**config.mk**
```make
export PLATFORM = sky130hd
export DESIGN_NAME = clock12_timekeeper
export DESIGN_NICKNAME = d
export VERILOG_FILES = /design/src/rtl/clock12_pkg.sv /design/src/rtl/clock12_prescaler.sv /design/src/rtl/clock12_timekeeper.sv
export SDC_FILE = /design/constraint.sdc
export NUM_CORES = 1
export LEC_CHECK = 0
export ABC_CLOCK_PERIOD_IN_PS = 8660
export CAP_MARGIN = 10
export CORE_MARGIN = 2
export CORE_UTILIZATION = 55
export DETAILED_ROUTE_END_ITERATION = 10
export DONT_BUFFER_PORTS = 1
export PLACE_DENSITY = 0.73
export SLEW_MARGIN = 40
export SYNTH_ARGS = -nofsm -noshare
export SYNTH_HDL_FRONTEND = slang
export SYNTH_HIERARCHICAL = 1
export SYNTH_SLANG_ARGS = --single-unit
```
**constraint.sdc**
```tcl
create_clock -name clk -period 8.66 [get_ports clk]
set_clock_uncertainty 0.15 [all_clocks]
set_input_delay 0.433 -clock clk [delete_from_list [all_inputs] [get_ports clk]]
set_output_delay 0.433 -clock clk [all_outputs]
set_load 0.02 [all_outputs]
```
**src/rtl/clock12_pkg.sv**
```systemverilog
// Shared constants, load-FSM state type and load-legality helper for the 12-hour timekeeper.
package clock12_pkg;

  localparam logic [5:0] SEC_MAX     = 6'd59;
  localparam logic [5:0] MIN_MAX     = 6'd59;
  localparam logic [3:0] HOUR_MAX    = 4'd12;
  localparam logic [3:0] HOUR_MIN    = 4'd1;
  // Advancing out of this hour crosses noon/midnight and flips the meridiem.
  localparam logic [3:0] HOUR_PRE_12 = 4'd11;

  typedef enum logic {
    StIdle  = 1'b0,
    StApply = 1'b1
  } load_state_e;

  function automatic logic load_legal(input logic [3:0] hour_v, input logic [5:0] min_v);
    return (hour_v >= HOUR_MIN) && (hour_v <= HOUR_MAX) && (min_v <= MIN_MAX);
  endfunction

endpackage

```
**src/rtl/clock12_prescaler.sv**
```systemverilog
// Divides accepted tick pulses down to a once-per-second wrap strobe; synchronous clear.
module clock12_prescaler #(
  parameter int unsigned TICKS_PER_SEC = 100
) (
  input  logic clk_i,
  input  logic clr_i,
  input  logic tick_i,
  output logic wrap_o
);

  localparam int unsigned CntW = $clog2(TICKS_PER_SEC);
  localparam logic [CntW-1:0] CntMax = CntW'(TICKS_PER_SEC - 1);

  logic [CntW-1:0] cnt_q, cnt_d;

  // Combinational so the seconds counter advances in the same edge as the wrap.
  assign wrap_o = tick_i && (cnt_q == CntMax);

  always_comb begin
    cnt_d = cnt_q;
    if (clr_i) begin
      cnt_d = '0;
    end else if (tick_i) begin
      cnt_d = wrap_o ? '0 : cnt_q + CntW'(1);
    end
  end

  always_ff @(posedge clk_i) begin
    cnt_q <= cnt_d;
  end

endmodule

```
**src/rtl/clock12_timekeeper.sv**
```systemverilog
// 12-hour hh:mm:ss AM/PM timekeeper with a two-state load FSM.
// Optional alarm comparator is compiled in when ALARM_EN is defined.
module clock12_timekeeper
  import clock12_pkg::*;
#(
  parameter int unsigned TICKS_PER_SEC = 100
) (
  input  logic       clk,
  input  logic       reset,
  input  logic       tick,
  input  logic       set_valid,
  output logic       set_ready,
  input  logic [3:0] set_hour,
  input  logic [5:0] set_min,
  input  logic       set_pm,
  output logic [5:0] sec,
  output logic [5:0] min,
  output logic [3:0] hour,
  output logic       pm,
  output logic       sec_pulse,
  output logic       set_err
`ifdef ALARM_EN
  ,
  input  logic [3:0] alarm_hour,
  input  logic [5:0] alarm_min,
  input  logic       alarm_pm,
  input  logic       alarm_arm,
  input  logic       alarm_ack,
  output logic       alarm
`endif
);

  load_state_e state_q, state_d;
  logic [5:0]  sec_q, sec_d, min_q, min_d;
  logic [3:0]  hour_q, hour_d;
  logic        pm_q, pm_d;
  logic        sec_pulse_q, sec_pulse_d;
  logic        set_err_q, set_err_d;
  logic        set_ready_q, set_ready_d;

  logic idle, load_req, accept, reject;
  logic presc_tick, presc_clr, wrap, incr;

  assign idle     = (state_q == StIdle);
  assign load_req = idle && set_valid;
  assign accept   = load_req && load_legal(set_hour, set_min);
  assign reject   = load_req && !load_legal(set_hour, set_min);

  // A same-cycle load discards the tick; APPLY ignores ticks entirely.
  assign presc_tick = tick && idle && !accept;
  assign presc_clr  = reset || accept;
  assign incr       = wrap;

  clock12_prescaler #(
    .TICKS_PER_SEC(TICKS_PER_SEC)
  ) u_prescaler (
    .clk_i (clk),
    .clr_i (presc_clr),
    .tick_i(presc_tick),
    .wrap_o(wrap)
  );

  always_comb begin
    state_d     = state_q;
    sec_d       = sec_q;
    min_d       = min_q;
    hour_d      = hour_q;
    pm_d        = pm_q;
    sec_pulse_d = 1'b0;
    set_err_d   = reject;
    unique case (state_q)
      StIdle: begin
        if (accept) begin
          state_d = StApply;
          hour_d  = set_hour;
          min_d   = set_min;
          pm_d    = set_pm;
          sec_d   = '0;
        end else if (incr) begin
          sec_pulse_d = 1'b1;
          if (sec_q == SEC_MAX) begin
            sec_d = '0;
            if (min_q == MIN_MAX) begin
              min_d = '0;
              if (hour_q == HOUR_MAX) begin
                hour_d = HOUR_MIN;
              end else begin
                hour_d = hour_q + 4'd1;
                if (hour_q == HOUR_PRE_12) pm_d = ~pm_q;
              end
            end else begin
              min_d = min_q + 6'd1;
            end
          end else begin
            sec_d = sec_q + 6'd1;
          end
        end
      end
      StApply: state_d = StIdle;
    endcase
    set_ready_d = (state_d == StIdle);
  end

  always_ff @(posedge clk) begin
    if (reset) begin
      state_q     <= StIdle;
      sec_q       <= '0;
      min_q       <= '0;
      hour_q      <= HOUR_MAX;
      pm_q        <= 1'b0;
      sec_pulse_q <= 1'b0;
      set_err_q   <= 1'b0;
      set_ready_q <= 1'b0;
    end else begin
      state_q     <= state_d;
      sec_q       <= sec_d;
      min_q       <= min_d;
      hour_q      <= hour_d;
      pm_q        <= pm_d;
      sec_pulse_q <= sec_pulse_d;
      set_err_q   <= set_err_d;
      set_ready_q <= set_ready_d;
    end
  end

  assign sec       = sec_q;
  assign min       = min_q;
  assign hour      = hour_q;
  assign pm        = pm_q;
  assign sec_pulse = sec_pulse_q;
  assign set_err   = set_err_q;
  assign set_ready = set_ready_q;

`ifdef ALARM_EN
  logic alarm_q, alarm_d, alarm_hit;

  // Matched against the post-increment time so loads can never fire it.
  assign alarm_hit = incr && alarm_arm && (sec_d == '0) && (hour_d == alarm_hour) &&
                     (min_d == alarm_min) && (pm_d == alarm_pm);

  always_comb begin
    alarm_d = alarm_hit || (alarm_q && !alarm_ack);
  end

  always_ff @(posedge clk) begin
    if (reset) alarm_q <= 1'b0;
    else       alarm_q <= alarm_d;
  end

  assign alarm = alarm_q;
`endif

endmodule
```
* Yosys cells after proc, flatten, opt, wreduce, memory -nomap -nowiden *
Index checks and enable logic that the tools add are counted.

word-level totals
  bits in registers = 28
  bits in latches = 0
  RAM bits = 0
  memories kept = 0
  bits of input ports = 15
  word-level logic and storage cells = 67
  output and inout port bits = 20
  bits in read-only memories = 0

cells by class
  div/mod/pow operators = 0
  reduce and logical (&&, ||, !) cells = 20
  eq/ne operators = 6
  $lt $le $gt $ge = 3
  bitwise operators = 3
  multiplexer cells = 22
  $add $sub $neg = 4
  shifts and indexed selects = 0
  $mul = 0

operators with widths
  kind                                                                count
  two-way mux 6 bit                                                   7
  two-way mux 4 bit                                                   5
  adder 6 x 1 -> 6 bit (second input constant)                        2
  equality test 6 bit (second input constant)                         2
  equality test 4 bit (second input constant)                         2
  logical AND 1 bit                                                   8
  two-way mux 1 bit                                                   8
  nonzero test 2 bit                                                  4
  adder 7 x 1 -> 7 bit (second input constant)                        1
  equality test 7 bit (second input constant)                         1
  two-way mux 7 bit                                                   1
  less-or-equal comparator 6 bit (second input constant)              1
  AND reduction 6 bit                                                 1
  adder 4 x 1 -> 4 bit (second input constant)                        1
  greater-or-equal comparator 4 x 1 -> 1 bit (second input constant)  1
  less-or-equal comparator 4 bit (second input constant)              1
  AND reduction 4 bit                                                 1
  NOT 1 bit                                                           3
  AND reduction 3 bit                                                 1
  OR reduction 3 bit                                                  1
  logical NOT 1 bit                                                   2
  != test 2 bit (second input constant)                               1
  case mux 1 bit (2 select lines)                                     1
  AND reduction 2 bit                                                 1
  logical OR 1 bit                                                    1

* Longest topological paths before layout *
Gate-level depths: netlist of run 1.

  depth in word-level cells = 9
  mapped depth = 13

* Modules after synthesis *
The synthesis of run 1 kept the hierarchy.

modules (own cells, without submodules)
  module              area an instance (um^2)  cells each  times used
  clock12_timekeeper  1207.4                   138         1
  clock12_prescaler   364.1                    39          1

* Worst setup path after synthesis of run 1 *
Ideal clock, no wire load.

  kind = in2reg
  start point = in set_hour[3]
  end point = reg sec_q[4], in the netlist sec[4]
  required time = 8.440 ns
  library setup time = 0.070 ns
  stages on the path = 13
  arrival time = 3.412 ns
  slack = 5.028 ns
  cell sequence = or4_4 -> and4b_4 -> nand2_1 -> buf_2 -> and3b_1 -> buf_4 -> nand4_1 -> nor4_1 -> nor2b_1 -> clkbuf_1 -> nand2_1 -> or4bb_1 -> a21oi_1

on the way
  cells in the longest elaborated chain, start to end = 9
  elaborated cells on any way between the ends = 11
  classes of those cells = order compare: 2; mux: 1; reduce/logical: 8

RTL lines
  element                                                                                       line                       source
  from (decl)                                                                                   clock12_timekeeper.sv:13   input logic [3:0] set_hour,
  greater-or-equal comparator 4 x 1 -> 1 bit or less-or-equal comparator 4 bit (tied branches)  clock12_pkg.sv:17          return (hour_v >= HOUR_MIN) && (hour_v <= HOUR_MAX) && (min_v <= MIN_MAX);
  logical AND 1 bit * (2 in a row)                                                              clock12_pkg.sv:17
  logical AND 1 bit *                                                                           clock12_timekeeper.sv:46   assign accept = load_req && load_legal(set_hour, set_min);
  logical NOT 1 bit *                                                                           clock12_timekeeper.sv:50   assign presc_tick = tick && idle && !accept;
  logical AND 1 bit *                                                                           clock12_timekeeper.sv:50
  named net presc_tick                                                                          clock12_timekeeper.sv:42   logic presc_tick, presc_clr, wrap, incr;
  logical AND 1 bit *                                                                           clock12_prescaler.sv:17    assign wrap_o = tick_i && (cnt_q == CntMax);
  named net incr                                                                                clock12_timekeeper.sv:42
  nonzero test 2 bit (no source line) *                                                         n/a
  AND reduction 2 bit (no source line) *                                                        n/a
  to (signal assigned)                                                                          clock12_timekeeper.sv:107  sec_q <= '0;
  to (signal assigned)                                                                          clock12_timekeeper.sv:116  sec_q <= sec_d;
  to (decl)                                                                                     clock12_timekeeper.sv:34   logic [5:0] sec_q, sec_d, min_q, min_d;

The timed path passes the listed nets; every way through them passes the cells marked *.
A chain may end at the register's enable or synchronous reset.

* Final worst setup path of run 1 *
Ends and elaborated chain as after synthesis.

==> summary.txt, run 1 <==
Status
  • Status: complete, no violations

STA
  • Fin. max-slew vios: 0
  • Crit path setup slack, layout: 4.78 ns
  • TNS Setup: 0 ns
  • Relative slew margins: 52.7%
  • RSZ-0062 raised after global routing: false
  • Worst-Margin Slew: 0.703 ns
  • Post-route clock period utilization: 44.8%
  • Endpoints failing hold: 0
  • Min Tclk post-route: between 3 and 4 ns
  • Max Clk Rate: about 260 MHz
  • Final Setup Violations: 0

Critical path
  • Number of buffers and inverters on the critical path: 0
  • WP data required: 8.78 ns
  • Critical path's slowest cell: nor4_1
  • Worst-path cell chain: or4_4, and4b_4, nand2_1, and3b_1, nand4_1, nor4_1, nor2b_1, nand2_1, or4bb_1, a21oi_1
  • Worst Path Max Fanout: 11
  • Crit path DAT: 4.00 ns
  • Cell mode on critical path: nand2_1
  • WS Path Type: in -> reg
  • Crit-path max cell delay: 0.57 ns
  • Crit path from: set_hour[3]
  • Worst Setup End Kind: register
  • Top Family by Delay on Critical Path: simple AND/OR/NAND/NOR gates
  • Startpoint types: input port
  • Worst R2R Start: state_q

Hold path
  • Worst min path class: in -> reg
  • Hold path startpoint: set_hour[2]

Logic synthesis
  • Synth top cells by count: dfxtp_1, nand2_1, nor2_1, a21oi_1, nor3_1
  • Mapped Area: 0.00157 sq mm
  • Sequential element share of the synthesized area: between 30% and 40%
  • Primary FF master, synth: dfxtp_1
  • Syn_area_per_cell: 8.88 sq um
  • Post-synthesis register bit count: 28
  • Synth top area share: 35.7%
  • Ys Warns: 6
  • Largest cells by area after synthesis: dfxtp_1, ha_1, nand2_1
  • Post-Synthesis Cells: 177
  • Count leader, synth: dfxtp_1
  • Synth unique cells: 52
  • EDFF count, synth: 0
  • Syn_nets: 197
  • Asr flop ratio synth: 0%
  • Cell taking the most area after synthesis: dfxtp_1

Floorplanning
  • Die area: 0.00330 sq mm
  • FP Rows: 19
  • Die height: 57.5 um
  • Die width: 57.5 um
  • Core area: roughly 0.0027 sq mm
  • Starting density of the core: a little under three fifths
  • IO Pins: 35

Routing
  • Via Count: around 1500
  • Routed WL: 3670 um
  • Post-route DRC: 0
  • DR iter-0 viols: 63
  • DRT Pass-1 Iters: 4
  • Via-to-Cell Ratio: 7.10
  • WL per Instance: ~18 um
  • Final ANT Viol Nets: 0

Global route
  • Vias in the first global route: 1374
  • Global-route wire length before repair: 6180 um
  • Largest net degree at the start of global routing: 16
  • Initial antenna violation count: 0
  • Grt ovf: 0
  • Gr usage total: 23.5%

CTS
  • CTS tree: yes
  • Total CTS buffers: 3
  • Htree depth: 1
  • CTS sink cnt: 28
  • PostCTS Resize Cnt: 0
  • CTS Root Cell: clkbuf_4
  • Skew-Pair Late Insertion Delay: around 0.33 ns
  • Post-CTS Setup Inserts: 0
  • Clock transition at path regs: 0.15 ns
  • Hold_buf cts: 1
  • Clk buf depth: 2

Pwr
  • VDD IR max: around 0.0001 V
  • Power density cells: about 150 mW/mm^2
  • Leak: 0.529 nW

Finish
  • Final-stage net count: ~200
  • Area delta synth->final: 3.10%
  • Non-filler cells, final: 205
  • N_diodes: 0
  • Layout cells sized above 1: 7.47%

Placed design
  • HPWL Detailed: 2740 um
  • Placed Cells: 199
  • Gpl congestion: ~0.85
  • IO Port Bufs: 0
  • Pre-CTS setup slack: about 4.5 ns

Flow run
  • # Max-Cap Violations: 0
[sequential cells by signal, summed over array words and instances, names as in the netlist]
register,count
hour,4
state_q,1
sec_pulse,1
u_prescaler/cnt_q,7
min,6
pm,1
set_ready,1
set_err,1
sec,6
[metrics by stage]
step | cell area (sq um) | hold WS, ns | util (%) | total power [mW]
after floorplan | 1570 | 0.340 | - | 0.172
after global placement | 1560 | 0.357 | 57.2 | 0.176
after detailed placement | 1560 | 0.358 | 57.2 | 0.178
after CTS | 1610 | 0.000626 | 58.9 | 0.241
after global routing | 1620 | 0.0779 | 59.3 | 0.254
final | 1620 | 0.105 | 59.3 | 0.241
[placed cells by master (no fill, tap or decap), drive strengths merged, types with 3 or more instances in the layout]
cell	Yosys	routed
dfxtp	28	28
nand2	14	14
nor2	12	12
a21oi	11	11
nor3	7	7
nand4	7	7
o31ai	6	6
a311oi	6	6
nand4b	5	5
nand3	5	5
ha	5	5
inv	5	5
xor2	4	4
clkbuf	2	4
and3b	3	3
nand3b	3	3
or3	3	3
and3	3	3
o21ai	3	3
nor4	3	3
a31oi	3	3
mux2i	3	3
a2111oi	3	3
[layout make-up]
class | count | area (sq um)
inverter | 5 | 21.3
clock buffer | 4 | 36.3
tap | 31 | 38.8
sequential | 28 | 561
multi-input combinational | 135 | 943
fill | 257 | 1110
timing repair buffer | 2 | 20.0
[logic make-up (layout without fill, tap and decap cells)]
kind of cell | count (synthesis) | in the layout | share of synthesized area, %
adders and majority gates | 5 | 5 | 3.98
buffers and inverters | 14 | 11 | 4.30
muxes | 3 | 3 | 1.91
xor gates and xnor gates | 6 | 6 | 3.34
AOI/OAI and AO/OA | 43 | 43 | 21.2
DFF | 28 | 28 | 35.7
and+or+nand+nor | 78 | 78 | 29.6
[final timing paths]
check / endpoint / slack [ns] / depth (start not counted)
max: sec[4] / 4.78 / 10
min reg2reg: u_prescaler/cnt_q[0] / 0.38 / 2
min: hour[2] / 0.10 / 2
max reg2reg: sec[4] / 4.95 / 9
[power by group]
part	switching, mW	internal (mW)
Sequential	0.0150	0.135
Clock	0.0387	0.0257
Combinational	0.0154	0.0113
[metal layers]
metal	routed length (um)	GRT usage [%]	up-vias	part of all wire [%]
met3	331	7.48	11	9.0
met4	80	10.3	0	2.2
met2	1760	38.0	78	48
li1	-	-	684	-
met5	0	0	-	0
met1	1500	28.5	682	41
(Power assumes the default switching activity.)
==> run 2, diff against run 1 <==
Settings changed: ABC_CLOCK_PERIOD_IN_PS 8660 to 3710.
Clock period 8.66 ns to 3.71 ns, I/O delays scaled along.
==> run 2 against run 1 <==
Against the previous run: worst hold slack lost 0.027 ns; wire length rose by 10%; die area is the same; final area is 11% higher; combinational power rose to 2.9 times the previous value; sequential cell count unchanged; cell count up 7.8%; utilization is 6.3 points higher; total power grew to 2.6 times the previous value; global-route usage up 2.2 points; critical endpoint is now min[5].
==> summary.txt, run 2 (synthesis gave the netlist of run 1 again) <==
Status
  • Status: complete, no violations (unchanged)

Placed design
  • Gpl congestion: 0.888 (was 0.853)
  • Pre-CTS setup slack: 0.473 ns (was 4.49 ns)
  • HPWL Detailed: 2780 um (was 2740 um)
  • Post-DP Area: 0.00159 sq mm (was 0.00156 sq mm)
  • IO Port Bufs: 0 (unchanged)

Global route
  • Vias in the first global route: 1447 (was 1374)
  • Largest net degree at the start of global routing: 17 (was 16)
  • Grt ovf: 0 (unchanged)
  • Global-route wire length before repair: 6720 um (was 6180 um)
  • Gr usage total: 25.7% (was 23.5%)
  • Initial antenna violation count: 0 (unchanged)

STA
  • Endpoints failing hold: 0 (unchanged)
  • Fin. max-slew vios: 0 (unchanged)
  • Final Setup Violations: 0 (unchanged)
  • Max Clk Rate: 287 MHz
  • Crit path setup slack, layout: 0.225 ns (was 4.78 ns)
  • Worst-Margin Slew: 0.539 ns (was 0.703 ns)
  • TNS Setup: 0 ns (unchanged)
  • Post-route clock period utilization: 93.9%
  • Min Tclk post-route: 3.48 ns
  • Relative slew margins: 63.9% (was 52.7%)
  • RSZ-0062 raised after global routing: false (unchanged)

Routing
  • Via Count: 1502 (was 1455)
  • Routed WL: 4050 um (was 3670 um)
  • WL per Instance: 18.3 um (was 17.9 um)
  • Post-route DRC: 0 (unchanged)
  • DRT Pass-1 Iters: 4 (unchanged)
  • DR iter-0 viols: 78 (was 63)
  • Final ANT Viol Nets: 0 (unchanged)
  • Via-to-Cell Ratio: 6.80 (was 7.10)

Critical path
  • Worst Setup End Kind: register (unchanged)
  • Crit path DAT: 3.63 ns (was 4.00 ns)
  • Startpoint types: register (was input port)
  • WS Path Type: reg -> reg (was in -> reg)
  • Worst Path Max Fanout: 8 (was 11)
  • WP data required: 3.85 ns (was 8.78 ns)
  • Cell depth of the worst flop-to-flop path: 11 (was 9)

Finish
  • Final-stage net count: 211 (was 195)
  • Final Util: 65.5% (was 59.3%)
  • Area delta synth->final: 14.0% (was 3.10%)
  • Top reg by flops: u_prescaler/cnt_q (unchanged)
  • Design area: 0.00179 sq mm (was 0.00162 sq mm)
  • N_diodes: 0 (unchanged)
  • Max reg flops: 7 (unchanged)
  • Most frequent cells in the layout: dfxtp_1, dlygate4sd3_1, nand2_1 (was dfxtp_1, nand2_1, nor2_1)
  • Layout cells sized above 1: 9.47% (was 7.47%)
  • Most common cell after layout, fill and taps aside: dfxtp_1 (unchanged)

Pwr
  • Switching share of power: 27.0% (was 28.7%)
  • Design Power: 0.631 mW (was 0.241 mW)
  • Internal power: 0.461 mW (was 0.172 mW)
  • Power density cells: 352 mW/mm^2 (was 149 mW/mm^2)
  • Sequential power share: 55.5% (was 62.2%)
  • Combinational share of power: 12.2% (was 11.1%)
  • Leak: 0.607 nW (was 0.529 nW)
  • VDD IR max: 0.000239 V (was 0.000100 V)
  • P_sw: 0.170 mW (was 0.0690 mW)
  • Clock Power Share: 32.3% (was 26.7%)

Floorplanning
  • IO Pins: 35 (unchanged)
  • Starting density of the core: 57.5% (unchanged)
  • Die height: 57.5 um (unchanged)
  • Core area: 0.00273 sq mm (unchanged)
  • Die width: 57.5 um (unchanged)
  • Die area: 0.00330 sq mm (unchanged)
  • FP Rows: 19 (unchanged)

CTS
  • CTS Root Cell: clkbuf_4 (unchanged)
  • Clock transition at path regs: 0.17 ns (was 0.15 ns)
  • Clk buf depth: 2 (unchanged)
  • Post-CTS Setup Inserts: 0 (unchanged)
  • Skew-Pair Late Insertion Delay: 0.33 ns (about the same)
  • CTS tree: yes (unchanged)
  • Htree depth: 1 (unchanged)
  • Total CTS buffers: 3 (unchanged)
  • CTS sink cnt: 28 (unchanged)

Hold path
  • Worst hold path stage count: 2 (unchanged)
  • Worst min path class: in -> reg (unchanged)

Flow run
  • # Max-Cap Violations: 0 (unchanged)
run 2: changes by cell type in the layout (fill, tap and decap cells not counted):
cell and delta:
dlygate4sd3_1 +13, buf_4 +3, and3b_1 -1, and3b_2 +1, bufinv_16 +1, clkbuf_8 -1
dfxtp_1 -1, dfxtp_2 +1
run 2: path summary, 6_finish.rpt:
| kind | from | end | slack (ns) |
|---|---|---|---|
| max | state_q | min[5] | 0.23 |
| min | set_min[2] | set_ready | 0.08 |
| max reg2reg | state_q | min[5] | 0.23 |
| min reg2reg | u_prescaler/cnt_q[0] | u_prescaler/cnt_q[0] | 0.39 |
run 2: repair_timing:
action	in CTS	in global routing
hold buffers	15	0
endpoints found under the hold margin	28	0
setup endpoints to repair	0	1
gates resized for setup	0	2
run 2: per-layer routing:
metal	track usage, %	up-vias	share of wire, %
li1	-	712	-
met5	0	-	0
met3	6.12	8	7.0
met4	7.97	0	1.6
met2	43.7	63	49
met1	31.9	719	42
run 2: critical path, stage by stage (launching register included):
cell	delay (ns)
dfxtp_2	0.42
and4b_4	0.24
nand2_1	0.08
and3b_2	0.28
nand4_1	0.16
nor4_1	0.21
buf_4	0.18
and4b_1	0.25
nand2_1	0.16
or3_1	0.38
a311oi_1	0.32
dlygate4sd3_1	0.61
run 2: final cells by class:
class                   count  area, sq um
fillers                   236          942
well taps                  31         38.8
clock inverters             1         30.0
repair buffers             18          173
clock buffers               3         22.5
inverters                   5         21.3
flip-flops and latches     28          562
multi-input cells         135          945
run 2: through the flow:
step	instances	hold WS [ns]
after floorplan	177	0.189
after global placement	202	0.109
after detailed placement	202	0.111
after CTS	221	0.0548
after global routing	221	0.0513
final	221	0.0780
run 2: power groups by stage:
stage | registers [mW] | logic [mW] | clock network [mW]
after CTS | 0.349 | 0.0743 | 0.205
after global placement | 0.355 | 0.0586 | 0
final | 0.350 | 0.0768 | 0.204
after detailed placement | 0.356 | 0.0599 | 0
after floorplan | 0.350 | 0.0525 | 0
after global routing | 0.353 | 0.0850 | 0.218
==> run 3, diff against run 2 <==
Settings changed: RECOVER_POWER from default to 100, SYNTH_HIERARCHICAL 1 to default.
==> run 3 against run 2 <==
Against the previous run: clock-buffer cell count rose by 1; critical endpoint is now min[2]; sequential share of layout area up 1.0 points; highest routed layer unchanged; combinational power shrank 4.2%; wire length decreased by 7.5%; maximum frequency increased by 10%; final area shrank 3.4%.
==> summary.txt, run 3 <==
Status
  • Status: complete, no violations (unchanged)

Global route
  • Gr usage total: 23.1% (was 25.7%)
  • Grt ovf: 0 (unchanged)
  • Largest net degree at the start of global routing: 16 (was 17)
  • Initial antenna violation count: 0 (unchanged)
  • Vias in the first global route: 1436 (was 1447)
  • Global-route wire length before repair: 6030 um (was 6720 um)

STA
  • Post-route clock period utilization: 85.1% (was 93.9%)
  • Final Setup Violations: 0 (unchanged)
  • Worst-Margin Slew: 0.673 ns (was 0.539 ns)
  • Relative slew margins: 55.2% (was 63.9%)
  • Crit path setup slack, layout: 0.554 ns (was 0.225 ns)
  • RSZ-0062 raised after global routing: false (unchanged)
  • Endpoints failing hold: 0 (unchanged)
  • TNS Setup: 0 ns (unchanged)
  • Fin. max-slew vios: 0 (unchanged)
  • Max Clk Rate: 317 MHz (was 287 MHz)
  • Min Tclk post-route: 3.16 ns (was 3.48 ns)

Logic synthesis
  • Mapped Area: 0.00156 sq mm (was 0.00157 sq mm)
  • Synth top cells by count: dfxtp_1, o21ai_0, nand2_1, a21oi_1, nor2_1 (was dfxtp_1, nand2_1, nor2_1, a21oi_1, nor3_1)
  • Asr flop ratio synth: 0% (unchanged)
  • EDFF count, synth: 0 (unchanged)
  • Ys Warns: 0 (was 6)
  • Syn_nets: 200 (was 197)
  • Cell taking the most area after synthesis: dfxtp_1 (unchanged)
  • Count leader, synth: dfxtp_1 (unchanged)
  • Post-Synthesis Cells: 180 (was 177)
  • Post-synthesis register bit count: 28 (unchanged)
  • Sequential element share of the synthesized area: 35.9% (was 35.7%)
  • Largest cells by area after synthesis: dfxtp_1, o21ai_0, ha_1 (was dfxtp_1, ha_1, nand2_1)
  • Primary FF master, synth: dfxtp_1 (unchanged)
  • Synth unique cells: 50 (was 52)
  • Syn_area_per_cell: 8.68 sq um (was 8.88 sq um)
  • Synth top area share: 35.9% (was 35.7%)

Critical path
  • Critical path's slowest cell: or4_1 (was dlygate4sd3_1)
  • WP data required: 3.85 ns (about the same)
  • Worst Setup End Kind: register (unchanged)
  • WS Path Type: reg -> reg (unchanged)
  • Startpoint types: register (unchanged)
  • Crit-path max cell delay: 0.63 ns (was 0.61 ns)
  • Worst Path Max Fanout: 13 (was 8)
  • Number of buffers and inverters on the critical path: 1 (was 2)
  • Worst-path cell chain: ha_1, and4b_1, nand4_1, or4_1, a311oi_2, dlygate4sd3_1 (was and4b_4, nand2_1, and3b_2, nand4_1, nor4_1, buf_4, and4b_1, nand2_1, or3_1, a311oi_1, dlygate4sd3_1)
  • Top Family by Delay on Critical Path: simple AND/OR/NAND/NOR gates (unchanged)
  • Crit path DAT: 3.30 ns (was 3.63 ns)

Placed design
  • Pre-CTS setup slack: 1.32 ns (was 0.473 ns)
  • Post-DP Area: 0.00156 sq mm (was 0.00159 sq mm)
  • Gpl congestion: 0.762 (was 0.888)
  • Placed Cells: 204 (was 202)
  • IO Port Bufs: 0 (unchanged)
  • HPWL Detailed: 2580 um (was 2780 um)

Finish
  • Area delta synth->final: 10.8% (was 14.0%)
  • Top reg by flops: u_prescaler.cnt_q (was u_prescaler/cnt_q)
  • Filler cells: 247 (was 236)
  • Most frequent cells in the layout: dfxtp_1, o21ai_0, dlygate4sd3_1 (was dfxtp_1, dlygate4sd3_1, nand2_1)
  • Layout cells sized above 1: 6.25% (was 9.47%)
  • Max reg flops: 7 (unchanged)
  • Most common cell after layout, fill and taps aside: dfxtp_1 (unchanged)
  • N_diodes: 0 (unchanged)
  • Design area: 0.00173 sq mm (was 0.00179 sq mm)
  • Final-stage net count: 213 (was 211)
  • Non-filler cells, final: 223 (was 221)

CTS
  • CTS Root Cell: clkbuf_4 (unchanged)
  • Clk buf depth: 2 (unchanged)
  • Clock transition at path regs: 0.16 ns (was 0.17 ns)
  • CTS tree: yes (unchanged)
  • Total CTS buffers: 3 (unchanged)
  • Skew-Pair Late Insertion Delay: 0.34 ns (was 0.33 ns)
  • CTS sink cnt: 28 (unchanged)
  • Htree depth: 1 (unchanged)
  • Post-CTS Setup Inserts: 0 (unchanged)

Pwr
  • VDD IR max: 0.000387 V (was 0.000239 V)
  • Internal power: 0.411 mW (was 0.461 mW)
  • P_sw: 0.163 mW (was 0.170 mW)
  • Switching share of power: 28.4% (was 27.0%)
  • Leak: 0.627 nW (was 0.607 nW)
  • Power density cells: 332 mW/mm^2 (was 352 mW/mm^2)
  • Clock Power Share: 26.7% (was 32.3%)
  • Sequential power share: 60.5% (was 55.5%)
  • Combinational share of power: 12.8% (was 12.2%)

Routing
  • Final ANT Viol Nets: 0 (unchanged)
  • DR iter-0 viols: 99 (was 78)
  • Via-to-Cell Ratio: 6.57 (was 6.80)
  • Via Count: 1466 (was 1502)
  • Routed WL: 3750 um (was 4050 um)
  • DRT Pass-1 Iters: 4 (unchanged)
  • WL per Instance: 16.8 um (was 18.3 um)
  • Post-route DRC: 0 (unchanged)

Flow run
  • # Max-Cap Violations: 0 (unchanged)

Hold path
  • Worst min path class: in -> reg (unchanged)

Floorplanning
  • IO Pins: 35 (unchanged)
  • Starting density of the core: 57.2% (was 57.5%)
  • Die area: 0.00328 sq mm (was 0.00330 sq mm)
  • Die height: 57.3 um (was 57.5 um)
  • Die width: 57.3 um (was 57.5 um)
  • FP Rows: 19 (unchanged)
  • Core area: 0.00273 sq mm (unchanged)
==> run 3: cell count changes after synthesis, moves of 4 or more <==
cell | before | now
a31oi_1 | 3 | 8
nor3_1 | 7 | 3
buf_2 | 6 | 0
o21ai_0 | 3 | 15
==> run 3: path summary, 6_finish.rpt <==
check | startpoint | to | slack, ns | depth (start not counted)
setup / recovery | sec[0] | min[2] | 0.55 | 6
setup reg to reg | sec[0] | min[2] | 0.55 | 6
hold reg to reg | u_prescaler.cnt_q[1] | u_prescaler.cnt_q[1] | 0.41 | 2
hold / removal | tick | u_prescaler.cnt_q[6] | 0.05 | 4
==> run 3: routing by layer <==
metal / GRT usage [%] / routed length (um)
met1: 25.2 / 1570
met2: 43.2 / 1910
met3: 6.58 / 250
met4: 6.31 / 17
met5: 0 / 0
==> run 3: worst reg2reg max path, delay by kind of cell, from the launching register on <==
| family | cells | cell delay (ns) |
|---|---|---|
| fa+ha+maj | 1 | 0.24 |
| compound gates | 1 | 0.28 |
| flops | 1 | 0.54 |
| simple gates | 3 | 1.33 |
| buf+inv | 1 | 0.59 |
==> run 3: what timing repair did <==
item                                   in CTS  in global routing
endpoints found under the hold margin      13                  0
hold buffers                               15                  0
gates resized for setup                     0                  0
==> run 3: power by group through the flow <==
| stage | logic (mW) | registers, mW | clock network (mW) |
|---|---|---|---|
| final | 0.0736 | 0.347 | 0.153 |
| after global routing | 0.0812 | 0.350 | 0.170 |
| after CTS | 0.0729 | 0.347 | 0.159 |
| after detailed placement | 0.0586 | 0.354 | 0 |
| after global placement | 0.0562 | 0.353 | 0 |
| after floorplan | 0.0517 | 0.349 | 0 |
==> run 3: layout make-up <==
cell class / count / area, sq um / share of cell area, %
clock buffers: 4 / 36.3 / 2.10
inverters: 6 / 22.5 / 1.30
multi-input cells: 138 / 920 / 53.1
flip-flops and latches: 28 / 561 / 32.4
well taps: 31 / 38.8 / 2.24
repair buffers: 16 / 154 / 8.89
==> run 3: stage by stage <==
stage / power [mW] / hold slack (ns) / utilization (%)
after global placement: 0.409 / 0.105 / 57.1
after CTS: 0.579 / 0.0446 / 63.9
after floorplan: 0.400 / 0.156 / -
final: 0.574 / 0.0468 / 63.3
after global routing: 0.601 / 0.121 / 63.3
after detailed placement: 0.412 / 0.107 / 57.1
==> run 3: cell families (layout without fill, tap and decap cells) <==
group	Yosys count	in the layout	share of synthesized area, %
simple gates	72	72	28.5
compound gates	53	53	22.3
flops	28	28	35.9
buf+inv	14	26	4.56
fa+ha+maj	5	5	4.00
xor+xnor	5	5	2.80
mux	3	3	1.92
